[src/rtl/qdec_pkg.sv]
// Shared types and decode helpers for the quadrature decoder.
// Build option: define QDEC_FILTER_EN to insert a stability (glitch) filter
// after each phase synchronizer.
package qdec_pkg;

`ifdef QDEC_FILTER_EN
  localparam bit FILTER_EN = 1'b1;
`else
  localparam bit FILTER_EN = 1'b0;
`endif

  typedef enum logic {
    S_INIT  = 1'b0,
    S_TRACK = 1'b1
  } qdec_state_e;

  // Phase codes are {A,B}
  localparam logic [1:0] PH_00 = 2'b00;
  localparam logic [1:0] PH_10 = 2'b10;
  localparam logic [1:0] PH_11 = 2'b11;
  localparam logic [1:0] PH_01 = 2'b01;

  // Up sequence is 00 -> 10 -> 11 -> 01 -> 00
  function automatic logic is_up(input logic [1:0] prev, input logic [1:0] cur);
    logic r;
    r = 1'b0;
    case (prev)
      PH_00:   r = (cur == PH_10);
      PH_10:   r = (cur == PH_11);
      PH_11:   r = (cur == PH_01);
      default: r = (cur == PH_00);
    endcase
    return r;
  endfunction

  // Down sequence is the reverse walk: 00 -> 01 -> 11 -> 10 -> 00
  function automatic logic is_down(input logic [1:0] prev, input logic [1:0] cur);
    return is_up(cur, prev);
  endfunction

  // Both phases changing at once cannot be resolved into a direction
  function automatic logic is_illegal(input logic [1:0] prev, input logic [1:0] cur);
    return ((prev ^ cur) == 2'b11);
  endfunction

  // Cycles the FSM must let the input pipeline settle before trusting it
  function automatic int init_wait(input int sync_stages, input int filter_len);
    return FILTER_EN ? (sync_stages + filter_len) : sync_stages;
  endfunction

endpackage

[src/rtl/qdec_sync.sv]
// One phase input: multi-stage synchronizer, optionally followed by a
// stability filter when QDEC_FILTER_EN is defined.
module qdec_sync
  import qdec_pkg::*;
#(
  parameter int SYNC_STAGES = 2
`ifdef QDEC_FILTER_EN
  , parameter int FILTER_LEN = 4
`endif
) (
  input  logic clk,
  input  logic reset_n,
  input  logic d_in,
  output logic q_out
);

  logic [SYNC_STAGES-1:0] sync_q;
  logic [SYNC_STAGES-1:0] sync_d;

  // Shift the raw pin into the synchronizer chain
  always_comb begin
    sync_d = {sync_q[SYNC_STAGES-2:0], d_in};
  end

  // Synchronizer flops
  always_ff @(posedge clk or negedge reset_n) begin
    if (!reset_n) sync_q <= '0;
    else          sync_q <= sync_d;
  end

`ifdef QDEC_FILTER_EN
  localparam int FW = $clog2(FILTER_LEN + 1);
  localparam logic [FW-1:0] FILT_LAST = FW'(FILTER_LEN - 1);

  logic          filt_q, filt_d;
  logic [FW-1:0] cnt_q, cnt_d;

  // Accept a new level only after it has been seen FILTER_LEN cycles in a row
  always_comb begin
    filt_d = filt_q;
    cnt_d  = '0;
    if (sync_q[SYNC_STAGES-1] != filt_q) begin
      if (cnt_q == FILT_LAST) begin
        filt_d = sync_q[SYNC_STAGES-1];
      end else begin
        cnt_d = cnt_q + FW'(1);
      end
    end
  end

  // Filter state flops
  always_ff @(posedge clk or negedge reset_n) begin
    if (!reset_n) begin
      filt_q <= 1'b0;
      cnt_q  <= '0;
    end else begin
      filt_q <= filt_d;
      cnt_q  <= cnt_d;
    end
  end

  assign q_out = filt_q;
`else
  assign q_out = sync_q[SYNC_STAGES-1];
`endif

endmodule

[src/rtl/quadrature_decoder.sv]
// Quadrature decoder: turns encoder phases A/B into step/dir pulses and a
// wrapping up/down position count, flagging illegal double-phase jumps.
// Build option: QDEC_FILTER_EN adds a per-phase glitch filter.
module quadrature_decoder
  import qdec_pkg::*;
#(
  parameter int BITS        = 16,
  parameter int SYNC_STAGES = 2,
  parameter int FILTER_LEN  = 4
) (
  input  logic            clk,
  input  logic            reset_n,
  input  logic            a_in,
  input  logic            b_in,
  input  logic            clear,
  input  logic            error_clr,
  output logic [BITS-1:0] position,
  output logic            dir,
  output logic            step,
  output logic            error
);

  localparam int INIT_WAIT = init_wait(SYNC_STAGES, FILTER_LEN);
  localparam int CNT_W     = $clog2(INIT_WAIT + 1);
  localparam logic [CNT_W-1:0] INIT_LAST = CNT_W'(INIT_WAIT);

  logic a_s, b_s;
  logic [1:0] cur;

  qdec_state_e      state_q, state_d;
  logic [CNT_W-1:0] init_cnt_q, init_cnt_d;
  logic [1:0]       prev_q, prev_d;
  logic [BITS-1:0]  position_q, position_d;
  logic             dir_q, dir_d;
  logic             step_q, step_d;
  logic             error_q, error_d;

  qdec_sync #(
    .SYNC_STAGES(SYNC_STAGES)
`ifdef QDEC_FILTER_EN
    , .FILTER_LEN(FILTER_LEN)
`endif
  ) u_sync_a (
    .clk    (clk),
    .reset_n(reset_n),
    .d_in   (a_in),
    .q_out  (a_s)
  );

  qdec_sync #(
    .SYNC_STAGES(SYNC_STAGES)
`ifdef QDEC_FILTER_EN
    , .FILTER_LEN(FILTER_LEN)
`endif
  ) u_sync_b (
    .clk    (clk),
    .reset_n(reset_n),
    .d_in   (b_in),
    .q_out  (b_s)
  );

  assign cur = {a_s, b_s};

  // Next state: settle pipeline, then decode each phase change into step/error
  always_comb begin
    state_d    = state_q;
    init_cnt_d = init_cnt_q;
    prev_d     = prev_q;
    position_d = position_q;
    dir_d      = dir_q;
    step_d     = 1'b0;
    error_d    = error_q;

    if (error_clr) error_d = 1'b0;

    case (state_q)
      S_INIT: begin
        if (init_cnt_q == INIT_LAST) begin
          prev_d     = cur;
          init_cnt_d = '0;
          state_d    = S_TRACK;
        end else begin
          init_cnt_d = init_cnt_q + CNT_W'(1);
        end
      end
      default: begin
        prev_d = cur;
        if (is_up(prev_q, cur)) begin
          step_d     = 1'b1;
          dir_d      = 1'b1;
          position_d = position_q + BITS'(1);
        end else if (is_down(prev_q, cur)) begin
          step_d     = 1'b1;
          dir_d      = 1'b0;
          position_d = position_q - BITS'(1);
        end else if (is_illegal(prev_q, cur)) begin
          error_d = 1'b1;
        end
      end
    endcase

    if (clear) position_d = '0;
  end

  // State and output registers
  always_ff @(posedge clk or negedge reset_n) begin
    if (!reset_n) begin
      state_q    <= S_INIT;
      init_cnt_q <= '0;
      prev_q     <= PH_00;
      position_q <= '0;
      dir_q      <= 1'b0;
      step_q     <= 1'b0;
      error_q    <= 1'b0;
    end else begin
      state_q    <= state_d;
      init_cnt_q <= init_cnt_d;
      prev_q     <= prev_d;
      position_q <= position_d;
      dir_q      <= dir_d;
      step_q     <= step_d;
      error_q    <= error_d;
    end
  end

  assign position = position_q;
  assign dir      = dir_q;
  assign step     = step_q;
  assign error    = error_q;

endmodule

[config.mk]
export PLATFORM = sky130hd
export DESIGN_NAME = quadrature_decoder
export DESIGN_NICKNAME = d
export VERILOG_FILES = /design/src/rtl/qdec_pkg.sv /design/src/rtl/qdec_sync.sv /design/src/rtl/quadrature_decoder.sv
export SDC_FILE = /design/constraint.sdc
export NUM_CORES = 1
export LEC_CHECK = 0
export CAP_MARGIN = 20
export CORE_MARGIN = 8
export CORE_UTILIZATION = 48
export CTS_CLUSTER_SIZE = 24
export DETAILED_ROUTE_END_ITERATION = 10
export GPL_TIMING_DRIVEN = 1
export PLACE_DENSITY = 0.73
export SLEW_MARGIN = 15
export SYNTH_ARGS = -nofsm -noshare
export SYNTH_HDL_FRONTEND = slang
export SYNTH_SLANG_ARGS = --single-unit
[constraint.sdc]
create_clock -name clk -period 2.7 [get_ports clk]
set_input_delay 0.54 -clock clk [delete_from_list [all_inputs] [get_ports clk]]
set_output_delay 0.54 -clock clk [all_outputs]
set_load 0.03 [all_outputs]
==> impl_metrics.py <==
metrics = {
    "logic_synthesis": {
        "ys_ff_latch": 28,
        "netlist_instances": 189,
        "synth_top_cell_by_area": "dfrtp_1",
        "synth_top_area_share_pct": 42.1,
        "synth.distinct_cells": 41,
        "netlist_area_mm2": 0.00166,
        "synthesis.nets": 198,
        "yosys_warnings": 0,
        "ys_top_cells_by_area": "dfrtp_1 (42%), xnor2_1 (5.3%), nor2_1 (4.3%)",
        "postSynthAreaPerCell_um2": 8.80,
        "synth_seq_area_share_pct": 42.1,
    },
    "critical_path": {
        "reg2reg_from": "prev_q[1]",
        "r2r_slack_ps": 240,
        "crit_family": "compound AO/OA/AOI/OAI gates",
        "reg2reg_depth": 10,
        "crit_start": "prev_q[1]",
        "path_buf_inv": 0,
        "worstSetupPathType": "register to register",
        "r2r_end": "position[14]",
        "cp_data_required_time_ps": 2950,
        "crit_cells": 10,
        "startpoint_type": "register",
        "crit_path_cell_trace": "xor2_2 -> nor2_4 -> xnor2_1 -> ha_1 -> nor2_1 -> nand3_1 -> o311a_1 -> a211oi_2 -> xor2_1 -> o31ai_1",
        "cp-end-kind": "register",
        "critPathCapture": "position[14]",
        "slowest_delay_ps": 460,
        "cp_slowest_cell": "dfrtp_1",
        "cp_max_fo": 6,
        "worstPathArrival_ps": 2710,
    },
    "placement": {
        "port_buffers": 24,
        "dp.cells": 253,
        "placedInstanceArea_mm2": 0.00197,
        "hpwl_mm": 2.91,
        "gp_congestion": 0.891,
        "dp_slack_ps": 131,
    },
    "power_and_ir_drop": {
        "p_clk_share_pct": 12.7,
        "comb_power_share_pct": 56.2,
        "power_mw": 2.20,
        "max-vdd-ir-drop_mv": 0.502,
        "power_frac_seq_pct": 31.1,
        "p_int_mw": 1.23,
        "switching_share_pct": 44.3,
        "cellPowerDensity_mw_per_mm2": 1080,
        "p_leak_nw": 0.834,
        "p_sw_mw": 0.973,
    },
    "timing": {
        "period_needed_ps": 2460,
        "finalSetupViolCount": 0,
        "rsz0062_at_grt": "false",
        "tightest_slew_ps": 396,
        "relSlewSlack_pct": 73.6,
        "min_period_over_period_pct": 91.1,
        "fmax_ghz": 0.406,
        "fin_tns_setup_ps": 0,
        "drv_slew": 0,
        "hold_ws_ps": 370,
        "skew_ps": 1.61,
        "hold_viol": 0,
        "worst_slack_ps": 240,
    },
    "global_route": {
        "grt_max_degree": 29,
        "grt.total_usage_pct": 15.8,
        "grt_antenna_before_repair": 0,
        "grt_pass1_vias": 1527,
        "grt.overflow.total": 0,
        "grt_first_pass_wirelength_mm": 7.00,
    },
    "min_path": {
        "hold_path_startpoint": "u_sync_b.sync_q[0]",
        "hold_class": "register to register",
    },
    "drt": {
        "wl_per_cell_um": 15.8,
        "drt_iter0_markers": 124,
        "routed_via_density": 5.74,
        "route.detailed.drc": 0,
        "first_pass_iters": 4,
        "routed_wl_mm": 4.05,
        "num_vias": 1474,
        "ant_nets": 0,
    },
    "run": {
        "maxCapViolations": 0,
    },
    "clock_tree": {
        "clk_pin_slew_worst_paths_ps": 160,
        "cts_buffer_depth": 2,
        "postCtsHoldBufs": 0,
        "clock_latency_ps": 330,
        "clock_tree.root_cell": "clkbuf_4",
        "cts_buffers": 3,
        "cts_tree": "yes",
        "htreeDepth": 1,
        "clock-sinks": 28,
    },
    "floorplanning": {
        "pin_count": 25,
        "start_util_pct": 49.9,
        "die_h_um": 74.9,
        "die-area_mm2": 0.00561,
        "core_mm2": 0.00334,
        "die_w_um": 74.9,
        "rows": 21,
    },
    "layout": {
        "finalInstanceArea_mm2": 0.00204,
        "drive_gt1_share_pct": 11.4,
        "final_core_util_pct": 61.2,
        "nets": 221,
        "layout.cells.non_filler": 257,
        "areaGrowthSynthToFinish_pct": 22.7,
        "num_antenna_cells": 0,
    },
    "outcome": {
        "status": "finished clean",
    },
}
==> power groups by stage <==
stage	clock network (mW)	registers [mW]	logic, mW
2_1_floorplan	0	0.790	0.737
4_1_cts	0.287	0.683	1.23
3_3_place_gp	0	0.686	1.20
6_report	0.278	0.684	1.24
3_5_place_dp	0	0.691	1.22
5_1_grt	0.303	0.708	1.35
==> state kept, by name, summed over array words and instances (netlist names) <==
| signal | count |
|---|---|
| dir | 1 |
| prev_q | 2 |
| init_cnt_q | 2 |
| position | 16 |
| u_sync_b.sync_q | 2 |
| state_q | 1 |
| step | 1 |
| error | 1 |
| u_sync_a.sync_q | 2 |
==> layout make-up <==
class                           instances  area (um^2)
Clock buffer                            3         22.5
Multi-Input combinational cell        140          897
Sequential cell                        28          701
Fill cell                             312         1290
Timing Repair Buffer                   34          315
Inverter                                5         18.8
Clock inverter                          1         30.0
Tap cell                               46         57.6
==> worst min path at each step <==
| stage | slack (ps) | cells after the start | to |
|---|---|---|---|
| floorplan | 240 | 0 | dir |
| global placement | 330 | 0 | u_sync_b.sync_q[1] |
| detailed placement | 340 | 0 | u_sync_b.sync_q[1] |
| CTS | 370 | 0 | u_sync_b.sync_q[1] |
| global route | 380 | 0 | u_sync_b.sync_q[1] |
| finish | 370 | 0 | u_sync_b.sync_q[1] |
==> synthesized netlist by cell type <==
| cell type | instances |
|---|---|
| nor3_1 | 9 |
| o2111ai_2 | 1 |
| clkbuf_1 | 11 |
| nand2b_1 | 2 |
| nand3b_1 | 2 |
| buf_2 | 1 |
| inv_1 | 4 |
| dfrtp_1 | 28 |
| o311a_1 | 2 |
| a211oi_2 | 1 |
| ha_1 | 3 |
| or4_4 | 1 |
| nor4_1 | 7 |
| clkinv_1 | 1 |
| nand3_1 | 8 |
| clkbuf_2 | 1 |
| or3_1 | 4 |
| o21ai_0 | 9 |
| a21oi_1 | 11 |
| or4_1 | 1 |
| nand2_1 | 17 |
| nand4_1 | 7 |
| and4_1 | 1 |
| or3_4 | 1 |
| xnor2_1 | 10 |
| and3_1 | 2 |
| o2111ai_1 | 1 |
| o2bb2ai_1 | 1 |
| buf_6 | 1 |
| mux2i_1 | 1 |
| a21o_1 | 1 |
| o21ba_2 | 1 |
| o31ai_1 | 3 |
| mux2_2 | 2 |
| nor2_1 | 19 |
| a31oi_1 | 1 |
| xor2_1 | 8 |
| o22ai_1 | 1 |
| mux2_1 | 1 |
| buf_1 | 2 |
| nor2b_1 | 1 |
==> what timing repair did <==
item,in CTS,in global routing
resized for setup,0,4
setup buffers,0,0
setup endpoints to repair,0,4
==> cells in the final DEF, fill, tap and decap left out, types with 8 or more instances in the layout <==
cell type	synthesis	routed
xnor2_1	10	9
clkdlybuf4s50_1	0	24
nand2_1	17	17
a21oi_1	11	11
nor3_1	9	9
nor2_1	19	18
buf_4	0	10
dfrtp_1	28	28
nand3_1	8	8
o21ai_0	9	9
==> cells by family (layout without fill, tap and decap cells) <==
family                     Yosys count  after routing  share of synthesized area (%)
AOI/OAI and AO/OA                   33             33                           13.1
adders and majority gates            3              3                           2.26
muxes                                4              4                           2.63
xor gates and xnor gates            18             18                           9.47
buffers and inverters               21             43                           5.34
DFF                                 28             28                           42.1
and+or+nand+nor                     82             82                           25.1
==> layer usage <==
metal / GRT usage (%) / share of wire, % / vias to the layer above
met5: 0 / 0 / -
met4: 5.43 / 1.2 / 0
met3: 2.80 / 7.1 / 6
met2: 26.6 / 47 / 51
met1: 19.7 / 45 / 704
li1: - / - / 713
No activity file was read; power rests on OpenSTA's default activity.
